**src/rtl/serial_pattern_tx_if.sv**
```systemverilog
// Load handshake, pacing and serial-output bundle for serial_pattern_tx.
// The master side drives the transmitter; the slave side is the transmitter.
interface serial_pattern_tx_if #(
  parameter int WIDTH = 8
) ();
  logic             tick;
  logic [WIDTH-1:0] pattern;
  logic             load;
  logic             load_ack;
  logic             rpt;
  logic             stop;
  logic             q;
  logic             bit_valid;
  logic             busy;
  logic             done;
  logic [7:0]       frame_cnt;
  logic [7:0]       exp_hits;

  modport master (
    output tick, pattern, load, rpt, stop,
    input  load_ack, q, bit_valid, busy, done, frame_cnt, exp_hits
  );

  modport slave (
    input  tick, pattern, load, rpt, stop,
    output load_ack, q, bit_valid, busy, done, frame_cnt, exp_hits
  );
endinterface

```
**src/rtl/serial_pattern_tx.sv**
```systemverilog
// Shifts a loaded pattern out MSB-first, one bit per tick, with optional
// back-to-back repeat; counts finished frames and 1101 strings put on q.
//
// state | meaning
// IDLE  | waiting for load; tick ignored
// ARM   | pattern latched, first bit goes out on next tick
// SHIFT | bits going out; tick after the last bit closes the frame
module serial_pattern_tx #(
  parameter int WIDTH = 8
) (
  input  logic                clk,
  input  logic                rst_n,
  serial_pattern_tx_if.slave  bus
);
  localparam int CW = $clog2(WIDTH + 1);

  typedef enum logic [1:0] {IDLE, ARM, SHIFT} state_t;

  state_t           state, state_n;
  logic [WIDTH-1:0] shadow, shadow_n, shreg, shreg_n;
  logic [CW-1:0]    cnt, cnt_n;
  logic             stop_req, stop_req_n;
  logic [3:0]       hist, hist_n;
  logic [7:0]       fcnt, fcnt_n, hits, hits_n;
  logic             q_r, q_n, ack_r, ack_n, bv_r, bv_n, done_r, done_n;
  logic             emit, ebit;

  always_ff @(posedge clk or negedge rst_n) begin
    if (!rst_n) begin
      state    <= IDLE;
      shadow   <= '0;
      shreg    <= '0;
      cnt      <= '0;
      stop_req <= 1'b0;
      hist     <= 4'd0;
      fcnt     <= 8'd0;
      hits     <= 8'd0;
      q_r      <= 1'b0;
      ack_r    <= 1'b0;
      bv_r     <= 1'b0;
      done_r   <= 1'b0;
    end else begin
      state    <= state_n;
      shadow   <= shadow_n;
      shreg    <= shreg_n;
      cnt      <= cnt_n;
      stop_req <= stop_req_n;
      hist     <= hist_n;
      fcnt     <= fcnt_n;
      hits     <= hits_n;
      q_r      <= q_n;
      ack_r    <= ack_n;
      bv_r     <= bv_n;
      done_r   <= done_n;
    end
  end

  always_comb begin
    state_n    = state;
    shadow_n   = shadow;
    shreg_n    = shreg;
    cnt_n      = cnt;
    stop_req_n = stop_req;
    hist_n     = hist;
    fcnt_n     = fcnt;
    hits_n     = hits;
    q_n        = q_r;
    ack_n      = 1'b0;
    bv_n       = 1'b0;
    done_n     = 1'b0;
    emit       = 1'b0;
    ebit       = 1'b0;

    if ((state != IDLE) && bus.stop)
      stop_req_n = 1'b1;

    case (state)
      IDLE: begin
        if (bus.load) begin
          shadow_n = bus.pattern;
          ack_n    = 1'b1;
          state_n  = ARM;
        end
      end
      ARM: begin
        if (bus.tick) begin
          emit    = 1'b1;
          ebit    = shadow[WIDTH-1];
          shreg_n = shadow << 1;
          cnt_n   = CW'(1);
          state_n = SHIFT;
        end
      end
      SHIFT: begin
        if (bus.tick) begin
          if (cnt < CW'(WIDTH)) begin
            emit    = 1'b1;
            ebit    = shreg[WIDTH-1];
            shreg_n = shreg << 1;
            cnt_n   = cnt + 1'b1;
          end else begin
            done_n = 1'b1;
            fcnt_n = fcnt + 8'd1;
            // a stop arriving on the boundary tick itself still ends the run
            if (bus.rpt && !stop_req && !bus.stop) begin
              emit    = 1'b1;
              ebit    = shadow[WIDTH-1];
              shreg_n = shadow << 1;
              cnt_n   = CW'(1);
            end else begin
              q_n        = 1'b0;
              state_n    = IDLE;
              stop_req_n = 1'b0;
            end
          end
        end
      end
      default: state_n = IDLE;
    endcase

    if (emit) begin
      q_n    = ebit;
      bv_n   = 1'b1;
      hist_n = {hist[2:0], ebit};
      if ((hist_n == 4'b1101) && (hits != 8'hFF))
        hits_n = hits + 8'd1;
    end
  end

  assign bus.q         = q_r;
  assign bus.load_ack  = ack_r;
  assign bus.bit_valid = bv_r;
  assign bus.done      = done_r;
  assign bus.busy      = (state != IDLE);
  assign bus.frame_cnt = fcnt;
  assign bus.exp_hits  = hits;
endmodule
```
**src/flat_wrapper.sv**
```systemverilog
// flat-port wrapper written by rule: the top's interface ports become plain ports
module serial_pattern_tx_flat 
#(
  parameter int WIDTH = 8
)
  (clk, rst_n, bus_tick, bus_pattern, bus_load, bus_rpt, bus_stop, bus_load_ack, bus_q, bus_bit_valid, bus_busy, bus_done, bus_frame_cnt, bus_exp_hits);
  serial_pattern_tx_if #(.WIDTH(WIDTH)) bus_i ();
  input  logic clk;
  input  logic rst_n;
  input wire logic [$bits(bus_i.tick)-1:0] bus_tick;
  input wire logic [$bits(bus_i.pattern)-1:0] bus_pattern;
  input wire logic [$bits(bus_i.load)-1:0] bus_load;
  input wire logic [$bits(bus_i.rpt)-1:0] bus_rpt;
  input wire logic [$bits(bus_i.stop)-1:0] bus_stop;
  output wire logic [$bits(bus_i.load_ack)-1:0] bus_load_ack;
  output wire logic [$bits(bus_i.q)-1:0] bus_q;
  output wire logic [$bits(bus_i.bit_valid)-1:0] bus_bit_valid;
  output wire logic [$bits(bus_i.busy)-1:0] bus_busy;
  output wire logic [$bits(bus_i.done)-1:0] bus_done;
  output wire logic [$bits(bus_i.frame_cnt)-1:0] bus_frame_cnt;
  output wire logic [$bits(bus_i.exp_hits)-1:0] bus_exp_hits;
  assign bus_i.tick = bus_tick;
  assign bus_i.pattern = bus_pattern;
  assign bus_i.load = bus_load;
  assign bus_i.rpt = bus_rpt;
  assign bus_i.stop = bus_stop;
  assign bus_load_ack = bus_i.load_ack;
  assign bus_q = bus_i.q;
  assign bus_bit_valid = bus_i.bit_valid;
  assign bus_busy = bus_i.busy;
  assign bus_done = bus_i.done;
  assign bus_frame_cnt = bus_i.frame_cnt;
  assign bus_exp_hits = bus_i.exp_hits;
  serial_pattern_tx #(.WIDTH(WIDTH)) u_core (.clk(clk), .rst_n(rst_n), .bus(bus_i));
endmodule
```
**config.mk**
```make
export PLATFORM = sky130hd
export DESIGN_NAME = serial_pattern_tx_flat
export DESIGN_NICKNAME = d
export VERILOG_FILES = /design/src/rtl/serial_pattern_tx_if.sv /design/src/rtl/serial_pattern_tx.sv /design/src/flat_wrapper.sv
export SDC_FILE = /design/constraint.sdc
export NUM_CORES = 1
export LEC_CHECK = 0
export BUFFER_PORTS_ARGS = -buffer_cell sky130_fd_sc_hd__buf_4
export CORE_ASPECT_RATIO = 1.1
export CORE_MARGIN = 2
export CORE_UTILIZATION = 59
export DETAILED_ROUTE_END_ITERATION = 8
export PLACE_DENSITY_LB_ADDON = 0.08
export SLEW_MARGIN = 25
export SYNTH_ARGS = -nofsm -noshare
export SYNTH_HDL_FRONTEND = slang
export SYNTH_SLANG_ARGS = --single-unit
```
**constraint.sdc**
```tcl
create_clock -name clk -period 5.05 [get_ports clk]
set_clock_uncertainty 0.05 [all_clocks]
set_input_delay 0.505 -clock clk [delete_from_list [all_inputs] [get_ports clk]]
set_output_delay 0.505 -clock clk [all_outputs]
set_load 0.02 [all_outputs]
```
==> flow_summary_export.csv <==
group,metric,value,unit
run_status,status,"complete, no violations",
floorplanning,die_h,64.8,µm
sta,finalCritPeriodShare,0.479,
route,wirelength,3390,µm
sta,hold_viol_final,0,
worst_setup_path,cp_top_family,"simple AND/OR/NAND/NOR gates",
cells_and_area,seq_area,1130,µm²
clock_tree,cts_hold_buf,0,
grt,antenna_found_initial,0,
yosys,yosysWarnings,0,
yosys,netlist_instances,169,
grt,grt_first_pass_wirelength,6060,µm
clock_tree,cts_made_buffers,5,
cells_and_area,antenna_cells,0,
floorplanning,die_x,59.3,µm
worst_setup_path,path_cells,"inv_1 > ha_1 > nand2b_1 > mux2i_1 > nor3b_4 > mux2_2",
sta,slew_viol_final,0,
yosys,synth_seq_area_share,0.567,
pwr,pwr-share-clk,0.200,
cells_and_area,multi_input_area,813,µm²
worst_setup_path,cp.arrival,2.62,ns
worst_setup_path,crit_path_max_incr_delay,0.49,ns
clock_tree,cts-resized-gates,0,
route,drtIter0Drc,35,
cells_and_area,layout_common_cells,"45 x dfrtp_1, 34 x buf_4, 21 x nand2_1",
sta,worst_pin_slew,0.727,ns
worst_setup_path,worstPathRequired,5.25,ns
floorplanning,pin_count,35,
clock_tree,clk_pin_slew,0.13,ns
flow_run,cap_violations,0,
yosys,synth_top_family_by_area,"simple AND/OR/NAND/NOR gates",
sta,fin_setup_tns,0,ns
place,dpl-instance-area,2270,µm²
sta,period_minus_slack,2.42,ns
floorplanning,rows,22,
cells_and_area,final_cell_count_no_fill,243,
yosys,synth_compound_area_frac,0.0662,
place,io_buffers,34,
grt,grt-ovfl-total,0,
yosys,ys_types,27,
worst_setup_path,path_buf_inv,1,
min_path,hold_class,"primary input to async pin",
grt,grt_pass1_vias,1444,
place,gp_congestion,0.761,
pwr,intPower,757,µW
cells_and_area,final_util,0.720,
sta,rsz0062_at_grt,"no",
route,vias_per_cell,5.50,
yosys,async_reset_ff_frac,1.00,
clock_tree,htree_levels,2,
worst_setup_path,cp_slowest_cell,"nand2b_1",
pwr,power_density,486,nW/µm²
yosys,synth_mux_area_frac,0.113,
clock_tree,worstSkewPairLatency,0.36,ns
pwr,switching_share,0.339,
grt,grt_max_degree,46,
pwr,combPwrFrac,0.346,
sta,setup-violations-final,0,
clock_tree,clockBufferDepth,2,
floorplanning,start_util,0.606,
clock_tree,cts_tree,"done",
pwr,total_leakage_power,1.23,nW
floorplanning,dieArea,3840,µm²
pwr,p_seq_frac,0.454,
yosys,synth_xor_area_frac,0.0618,
route,drc,0,
cells_and_area,final_common_cell,"dfrtp_1",
cells_and_area,final_area,2360,µm²
pwr,power.switching,389,µW
route,num_vias,1336,
yosys,yosys.area_share.simple,0.122,
worst_setup_path,end_kind,"register",
cells_and_area,fill_cells,255,
floorplanning,core-area,3280,µm²
worst_setup_path,crit_fanout,13,
route,wl_per_cell,13.9,µm
route,first_pass_iters,3,
clock_tree,cts_sinks,45,
yosys,synth_edf_count,0,
yosys,synth_seq_cells,45,
pwr,peakVddDrop,0.000281,V
yosys,ys.flop_type,"dfrtp_1",
cells_and_area,drive_gt1_frac,0.285,
clock_tree,cts-root-buf,"clkbuf_4",
place,hpwlAfterDp,2450,µm
yosys,synth_area,1980,µm²
sta,max_slew_margin,0.516,
yosys,synth_fp_nets,190,
cells_and_area,synthToLayoutAreaGrowth,18.9,%
place,place_inst,235,
yosys,synthAdderAreaFrac,0.0441,
sta,timing.fmax,0.414,GHz
worst_setup_path,path_class,"register to register",
clock_tree,postCtsSetupBuffers,0,
yosys,synth_area_per_cell,11.7,µm²
grt,grtUsageTotal,0.210,
worst_setup_path,start_kind,"register",
route,postRouteAntennaNets,0,
cells_and_area,fin_nets,227,
## power groups by stage
stage          logic (mW)  clock network, mW  registers [mW]
2_1_floorplan       0.289                  0           0.526
3_3_place_gp        0.372                  0           0.523
3_5_place_dp        0.401                  0           0.528
4_1_cts             0.402              0.235           0.520
5_1_grt             0.449              0.246           0.532
6_report            0.397              0.230           0.520
## registers in the layout, indices dropped and copies added, names as in the netlist
name and count:
u_core.bus.exp_hits 8, u_core.bus.frame_cnt 8, u_core.shadow 8, u_core.shreg 7
u_core.cnt 4, u_core.hist 3, u_core.state 2, u_core.bus.bit_valid 1
u_core.bus.done 1, u_core.bus.load_ack 1, u_core.bus.q 1, u_core.stop_req 1
## synth_stat cells (all sizes together) (7+ instances only)
master | instances | share of area
dfrtp | 45 | 0.57
ha | 7 | 0.044
inv | 9 | 0.017
mux2 | 12 | 0.068
mux2i | 9 | 0.045
nand2 | 21 | 0.040
nand3 | 7 | 0.018
nor2 | 8 | 0.015
o21ai | 9 | 0.023
xnor2 | 11 | 0.049
## logic make-up after synthesis
family,Yosys count
AOI/OAI and AO/OA,21
xor gates and xnor gates,14
adders and majority gates,7
buffers and inverters,13
DFF,45
muxes,21
and+or+nand+nor,48
## cell type report
type                       count  area share
tap                           36      0.0191
inverter                       9      0.0143
sequential                    45       0.477
clock inverter                 1      0.0127
multi-input combinational    111       0.345
clock buffer                   7      0.0233
timing repair buffer          34       0.108
## layer usage
metal | routed length [µm] | global-route usage | vias up
met5 | 0 | 0 | -
met3 | 108 | 0.0459 | 7
met1 | 1480 | 0.239 | 652
li1 | - | - | 652
met2 | 1730 | 0.354 | 25
met4 | 72 | 0.119 | 0
## path summary, 6_finish.rpt
check	depth (start not counted)	endpoint	slack, ns	start
max	6	u_core.bus.exp_hits[1]	2.63	u_core.state[0]
min	1	u_core.bus.exp_hits[3]	0.07	rst_n
max reg2reg	6	u_core.bus.exp_hits[1]	2.63	u_core.state[0]
min reg2reg	1	u_core.bus.frame_cnt[7]	0.44	u_core.bus.frame_cnt[7]
max in group asynchronous	1	u_core.cnt[3]	4.51	rst_n
min in group clk	2	u_core.shadow[1]	0.32	bus_pattern[1]
## metrics by stage
step	total power, mW	setup WS, ns	hold slack (ns)
floorplan	0.815	2.93	0.159
global placement	0.895	2.75	0.416
detailed placement	0.928	2.63	0.421
CTS	1.16	2.61	0.0828
global route	1.23	2.44	0.0941
finish	1.15	2.63	0.0727
No activity file was read; power rests on OpenSTA's default activity.
